[src/rtl/fb_pattern_pkg.sv]
// Shared encodings and default geometry for the frame-buffer pattern writer.
// Optional feature macro used by this slice: FB_PATTERN_BORDER_EN.
package fb_pattern_pkg;

   typedef enum logic [1:0] {
      PAT_SOLID   = 2'd0,
      PAT_LBAR    = 2'd1,
      PAT_CHECKER = 2'd2,
      PAT_GRID    = 2'd3
   } pat_mode_e;

   typedef enum logic [1:0] {
      ST_IDLE = 2'd0,
      ST_FILL = 2'd1,
      ST_DONE = 2'd2
   } fb_state_e;

   localparam int DEF_H_RES     = 800;
   localparam int DEF_V_RES     = 480;
   localparam int DEF_WORD_W    = 16;
   localparam int DEF_ADDR_W    = 16;
   localparam int DEF_CELL_LOG2 = 4;

   // Counter width that stays legal when a dimension collapses to one entry.
   function automatic int clog2_min1(input int n);
      return (n > 1) ? $clog2(n) : 1;
   endfunction

endpackage

[src/rtl/fb_pattern_word.sv]
// Combinational builder of one packed 1-bpp word from (mode, word column, line).
// FB_PATTERN_BORDER_EN adds a 1-pixel white frame around the whole image.
module fb_pattern_word
   import fb_pattern_pkg::*;
#(
   parameter int WORD_W    = DEF_WORD_W,
   parameter int CELL_LOG2 = DEF_CELL_LOG2,
   parameter int XW_W      = 6,
   parameter int Y_W       = 9
`ifdef FB_PATTERN_BORDER_EN
   ,
   parameter int H_RES     = DEF_H_RES,
   parameter int V_RES     = DEF_V_RES
`endif
) (
   input  logic [1:0]        i_mode,
   input  logic [XW_W-1:0]   i_xw,
   input  logic [Y_W-1:0]    i_y,
   output logic [WORD_W-1:0] o_word
);

   localparam int unsigned CELL_MASK = (32'd1 << CELL_LOG2) - 32'd1;

   int unsigned       w_px;
   int unsigned       w_py;
   logic              w_pix;
   logic [WORD_W-1:0] w_word;

   always_comb begin
      w_word = '0;
      w_px   = 0;
      w_pix  = 1'b0;
      w_py   = 32'(i_y);
      // i = 0 is the leftmost pixel and lands in the MSB.
      for (int i = 0; i < WORD_W; i++) begin
         w_px = i_xw * WORD_W + i;
         case (pat_mode_e'(i_mode))
            PAT_SOLID:   w_pix = 1'b1;
            PAT_LBAR:    w_pix = (i_xw == '0);
            PAT_CHECKER: w_pix = (((w_px >> CELL_LOG2) ^ (w_py >> CELL_LOG2)) & 32'd1) == 32'd0;
            PAT_GRID:    w_pix = ((w_px & CELL_MASK) == 32'd0) || ((w_py & CELL_MASK) == 32'd0);
            default:     w_pix = 1'b0;
         endcase
`ifdef FB_PATTERN_BORDER_EN
         w_pix = w_pix | (w_px == 32'd0) | (w_px == 32'(H_RES - 1))
                       | (w_py == 32'd0) | (w_py == 32'(V_RES - 1));
`endif
         w_word[WORD_W-1-i] = w_pix;
      end
   end

   assign o_word = w_word;

endmodule

[src/rtl/fb_pattern_writer.sv]
// Fills a word-packed 1-bpp frame buffer with a selectable test pattern, one word per handshake.
// Optional white border when FB_PATTERN_BORDER_EN is defined (handled in fb_pattern_word).
module fb_pattern_writer
   import fb_pattern_pkg::*;
#(
   parameter int H_RES     = DEF_H_RES,
   parameter int V_RES     = DEF_V_RES,
   parameter int WORD_W    = DEF_WORD_W,
   parameter int ADDR_W    = DEF_ADDR_W,
   parameter int CELL_LOG2 = DEF_CELL_LOG2
) (
   input  logic              clk,
   input  logic              reset,
   input  logic              start,
   input  logic [1:0]        mode,
   input  logic              wr_ready,
   output logic              wr_en,
   output logic [ADDR_W-1:0] wr_addr,
   output logic [WORD_W-1:0] wr_data,
   output logic              busy,
   output logic              done
);

   localparam int WPL  = H_RES / WORD_W;
   localparam int XW_W = clog2_min1(WPL);
   localparam int Y_W  = clog2_min1(V_RES);
   localparam logic [XW_W-1:0] XW_LAST = XW_W'(WPL - 1);
   localparam logic [Y_W-1:0]  Y_LAST  = Y_W'(V_RES - 1);

   fb_state_e         r_state, w_nxt_state;
   logic [1:0]        r_mode, w_nxt_mode;
   logic [XW_W-1:0]   r_xw, w_nxt_xw, w_step_xw, w_bld_xw;
   logic [Y_W-1:0]    r_y, w_nxt_y, w_step_y, w_bld_y;
   logic [ADDR_W-1:0] r_addr, w_nxt_addr;
   logic [WORD_W-1:0] r_data, w_nxt_data, w_word;
   logic              r_wr_en, w_nxt_wr_en;
   logic              r_busy, w_nxt_busy;
   logic              r_done, w_nxt_done;
   logic              w_bld_mode_sel;
   logic [1:0]        w_bld_mode;
   logic              w_hs, w_last;

   assign w_hs      = r_wr_en & wr_ready;
   assign w_last    = (r_xw == XW_LAST) && (r_y == Y_LAST);
   assign w_step_xw = (r_xw == XW_LAST) ? '0 : r_xw + 1'b1;
   assign w_step_y  = (r_xw == XW_LAST) ? r_y + 1'b1 : r_y;

   // In IDLE the builder prepares word 0 from the live mode so it is ready on the start edge;
   // while filling it looks one word ahead so the register loads on each handshake.
   assign w_bld_mode_sel = (r_state == ST_IDLE);
   assign w_bld_mode     = w_bld_mode_sel ? mode : r_mode;
   assign w_bld_xw       = w_bld_mode_sel ? '0 : w_step_xw;
   assign w_bld_y        = w_bld_mode_sel ? '0 : w_step_y;

   fb_pattern_word #(
      .WORD_W    (WORD_W),
      .CELL_LOG2 (CELL_LOG2),
      .XW_W      (XW_W),
      .Y_W       (Y_W)
`ifdef FB_PATTERN_BORDER_EN
      ,
      .H_RES     (H_RES),
      .V_RES     (V_RES)
`endif
   ) u_word (
      .i_mode (w_bld_mode),
      .i_xw   (w_bld_xw),
      .i_y    (w_bld_y),
      .o_word (w_word)
   );

   always_comb begin
      w_nxt_state = r_state;
      w_nxt_mode  = r_mode;
      w_nxt_xw    = r_xw;
      w_nxt_y     = r_y;
      w_nxt_addr  = r_addr;
      w_nxt_data  = r_data;
      w_nxt_wr_en = r_wr_en;
      w_nxt_busy  = r_busy;
      w_nxt_done  = 1'b0;
      case (r_state)
         ST_IDLE: begin
            if (start) begin
               w_nxt_state = ST_FILL;
               w_nxt_mode  = mode;
               w_nxt_xw    = '0;
               w_nxt_y     = '0;
               w_nxt_addr  = '0;
               w_nxt_data  = w_word;
               w_nxt_wr_en = 1'b1;
               w_nxt_busy  = 1'b1;
            end
         end
         ST_FILL: begin
            if (w_hs) begin
               if (w_last) begin
                  w_nxt_state = ST_DONE;
                  w_nxt_wr_en = 1'b0;
                  w_nxt_busy  = 1'b0;
                  w_nxt_done  = 1'b1;
               end else begin
                  w_nxt_xw   = w_step_xw;
                  w_nxt_y    = w_step_y;
                  w_nxt_addr = r_addr + 1'b1;
                  w_nxt_data = w_word;
               end
            end
         end
         ST_DONE: w_nxt_state = ST_IDLE;
         default: w_nxt_state = ST_IDLE;
      endcase
   end

   always_ff @(posedge clk) begin
      if (reset) begin
         r_state <= ST_IDLE;
         r_mode  <= 2'd0;
         r_xw    <= '0;
         r_y     <= '0;
         r_addr  <= '0;
         r_data  <= '0;
         r_wr_en <= 1'b0;
         r_busy  <= 1'b0;
         r_done  <= 1'b0;
      end else begin
         r_state <= w_nxt_state;
         r_mode  <= w_nxt_mode;
         r_xw    <= w_nxt_xw;
         r_y     <= w_nxt_y;
         r_addr  <= w_nxt_addr;
         r_data  <= w_nxt_data;
         r_wr_en <= w_nxt_wr_en;
         r_busy  <= w_nxt_busy;
         r_done  <= w_nxt_done;
      end
   end

   assign wr_en   = r_wr_en;
   assign wr_addr = r_addr;
   assign wr_data = r_data;
   assign busy    = r_busy;
   assign done    = r_done;

endmodule

[config.mk]
export PLATFORM = sky130hd
export DESIGN_NAME = fb_pattern_writer
export DESIGN_NICKNAME = d
export VERILOG_FILES = /design/src/rtl/fb_pattern_pkg.sv /design/src/rtl/fb_pattern_word.sv /design/src/rtl/fb_pattern_writer.sv
export SDC_FILE = /design/constraint.sdc
export NUM_CORES = 1
export LEC_CHECK = 0
export BUFFER_PORTS_ARGS = -buffer_cell sky130_fd_sc_hd__buf_2
export CAP_MARGIN = 10
export CORE_MARGIN = 8
export CORE_UTILIZATION = 58
export CTS_BUF_LIST = sky130_fd_sc_hd__clkbuf_2
export DETAILED_ROUTE_END_ITERATION = 6
export PLACE_DENSITY = 0.92
export SYNTH_ARGS = -nofsm -noshare
export SYNTH_HDL_FRONTEND = slang
export SYNTH_SLANG_ARGS = --single-unit
[constraint.sdc]
create_clock -name clk -period 2.4 [get_ports clk]
set_input_delay 0.24 -clock clk [delete_from_list [all_inputs] [get_ports clk]]
set_output_delay 0.24 -clock clk [all_outputs]
set_load 0.02 [all_outputs]
==> results.md <==
- CTS hold repair buffers: 0
- Initial Util: 0.6014
- Post-DRT Antenna Nets: 0
- Die Width: 80.17 um
- Clock Path Buffers: 2
- WS Path Type: flop to flop
- CTS Root Cell: clkbuf_2
- Worst-margin pin slew: approximately 0.56 ns
- DR pass1 iterations: 5
- Vias in the first global route: 2,060
- CTS tree: done
- CP cell instances: nor2_4 > mux2_2 > inv_1 > ha_1 > inv_1 > a2111oi_0 > nor3_1 > a311oi_1
- Final non-filler cell total: 365
- CP max stage delay: 0.41 ns
- Required time worst endpoint: 2.73 ns
- Crit path launch type: flop
- Pwr dens: 451.3 mW/mm^2
- Mean area per synthesized cell: 8.208 um^2
- Remaining global-route overflow: 0
- Highest metal used: met4
- RSZ-0062 raised after global routing: no
- Final Hold Fails: 0
- Postcts setup bufs: 0
- Clock Latency Late Sink: 0.41 ns
- Total CTS buffers: 5
- Crit path max fanout: 8
- Yosys warns: 0
- Largest cells by area after synthesis: dfxtp_1 33%, a21oi_1 7.1%, buf_4 5.3%
- Post-synth EDFFs: 0
- CP max-delay cell: a2111oi_0
- M1 WL: 2323 um
- Routed wl met2: around 2700 um
- Finish-stage setup viols: 0
- Via/cell ratio: 6.008
- Nets@finish: 329
- WL per Instance: 14.81 um
- Synth top area share: 0.3269
- Most frequent cells in the layout: 40 x buf_2, 39 x dfxtp_1, 34 x a21oi_1, 21 x o21ai_0, 20 x nor2_1
- Period utilization: 0.8820
- First-pass GRT wire length: between 9000 and 10,000 um
- Largest net degree at the start of global routing: 24
- Number of max-cap violations: 0
- Async SR Flop Fraction: 0
- Clk sinks: 39
- Crit end category: flop
- Slew Limit Headroom: 0.6253
- H-tree depth: 2
- Yosys cell types: 54
- GP Congestion: approximately 0.95
- IO Pins: 41
- # rows: 23
- Clock transition at path regs: around 0.21 ns
- Worst vdd ir: 0.0003651 V
- Final core occ: 0.6374
- Mapped Area: 0.002389 mm^2
- Most common cell after layout, fill and taps aside: buf_2
- Post-synth top flop: dfxtp_1
- DR DRC count: 0
- Vias: 2,193
- #FFs+latches synth: 39
- Total negative slack: 0 ns
- Antenna violations before repair: 0
- GRT Resource Usage Total: 0.1738
- Status: finished clean
- Max-slew violations: 0
- Final min period: 2.117 ns
- WP data arrival: 2.45 ns
- Seq/Total Area, Yosys: 0.3269
- Die height: 80.17 um
- # diodes: 0
- CP bufs+invs: 2
- Max Clock Skew: around 0.022 ns
- CP delay by family, top: compound AO/OA/AOI/OAI gates
- IO buf count: 40
- Layout cell share with drive strength beyond 1: 0.2190
- DPL Wire Length: 4010 um
- FF-to-FF setup slack: 0.28 ns
- Core box area: 0.003971 mm^2
- Placed insts: 357
- Syn Nets: 306
- FMAX: 472.4 MHz
- Post-synth top area cell: dfxtp_1
- Total Die Area: between 0.006 and 0.007 mm^2
- Area growth syn-to-layout: 5.972%
- Final WL: 5406 um
- Static Leak: 0.9883 nW
- Fillcell total: 331
- CP dominant cell by count: inv_1
- Met3 Wirelength: just over 300 um
- Syn Inst Count: 291
- Initial DRC count: 184
- HP Class: primary input to flop
through the flow:
step / cell area [um^2] / power, mW / worst slack [ns] / hold WS (ns)
2_1_floorplan: 2389 / 0.8328 / 0.4460 / 0.3470
3_3_place_gp: 2481 / 0.8516 / 0.3582 / 0.4452
3_5_place_dp: 2481 / 0.8556 / 0.2278 / 0.4650
4_1_cts: 2526 / 1.149 / 0.1899 / 0.07014
5_1_grt: 2531 / 1.199 / 0.05898 / 0.04868
6_report: 2531 / 1.142 / 0.2831 / 0.06458
registers in the layout, indices dropped and copies added (netlist names):
signal   flops
busy         1
done         1
r_mode       2
r_state      2
r_xw         6
r_y          9
wr_addr     16
wr_data      2
cell type report:
| cell class | instances | area (um^2) | share of cell area |
|---|---|---|---|
| repair buffers | 47 | 252.7 | 0.09985 |
| clock buffers | 5 | 25.02 | 0.009886 |
| flip-flops and latches | 39 | 780.7 | 0.3085 |
| clock inverters | 3 | 20.02 | 0.007909 |
| well taps | 50 | 62.56 | 0.02472 |
| multi-input cells | 211 | 1353 | 0.5344 |
| inverters | 10 | 37.54 | 0.01483 |
synth_stat cells (3+ instances only):
library cell and count:
nor3_1 11, or3_1 13, ha_1 9, nor2_1 20
nand3b_1 5, a21oi_1 34, o21ai_0 21, nand3_1 12
o31ai_1 4, a21oi_2 3, o21a_1 4, nand2_1 18
clkbuf_1 5, nand4b_1 3, buf_4 17, dfxtp_1 39
inv_1 10, buf_6 5, nand4_1 4, and4_1 4
buf_2 3, and2_1 3
final timing paths:
check | cells after the start | end | startpoint
max reg2reg | 8 | wr_data[14]$_SDFFE_PP0P_ | r_state[1]$_SDFFE_PP0P_
min | 3 | r_mode[1]$_SDFFE_PP0P_ | mode[1]
max | 8 | wr_data[14]$_SDFFE_PP0P_ | r_state[1]$_SDFFE_PP0P_
min reg2reg | 2 | r_mode[0]$_SDFFE_PP0P_ | r_mode[0]$_SDFFE_PP0P_
worst min-delay path: stages:
cell and delay, ns:
buf_2 0.11, nand2_1 0.05, a21oi_1 0.05
power breakdown:
part           total, mW  internal, mW  leakage (nW)  switching (mW)
logic              0.173        0.0578         0.648           0.115
registers          0.671         0.658         0.315          0.0128
clock network      0.299        0.0690        0.0250           0.230
total               1.14         0.785         0.988           0.358
metal layers:
metal | vias up | global-route usage
met2 | 64 | 0.2918
met3 | 11 | 0.03460
met4 | 0 | 0.07818
met5 | - | 0
met1 | 1021 | 0.2079
li1 | 1097 | -
cells by family after synthesis:
logic type      Yosys count  share of synthesized area
fa+ha+maj                 9                    0.04715
compound gates           84                     0.2132
simple gates            113                     0.2834
buf+inv                  41                     0.1090
xor+xnor                  2                   0.007335
mux                       3                    0.01310
flops                    39                     0.3269
what timing repair did:
item	in CTS	in global routing
gates resized for setup	0	1
hold endpoints to repair	0	0
setup endpoints to repair	0	1
(Power assumes the default switching activity.)
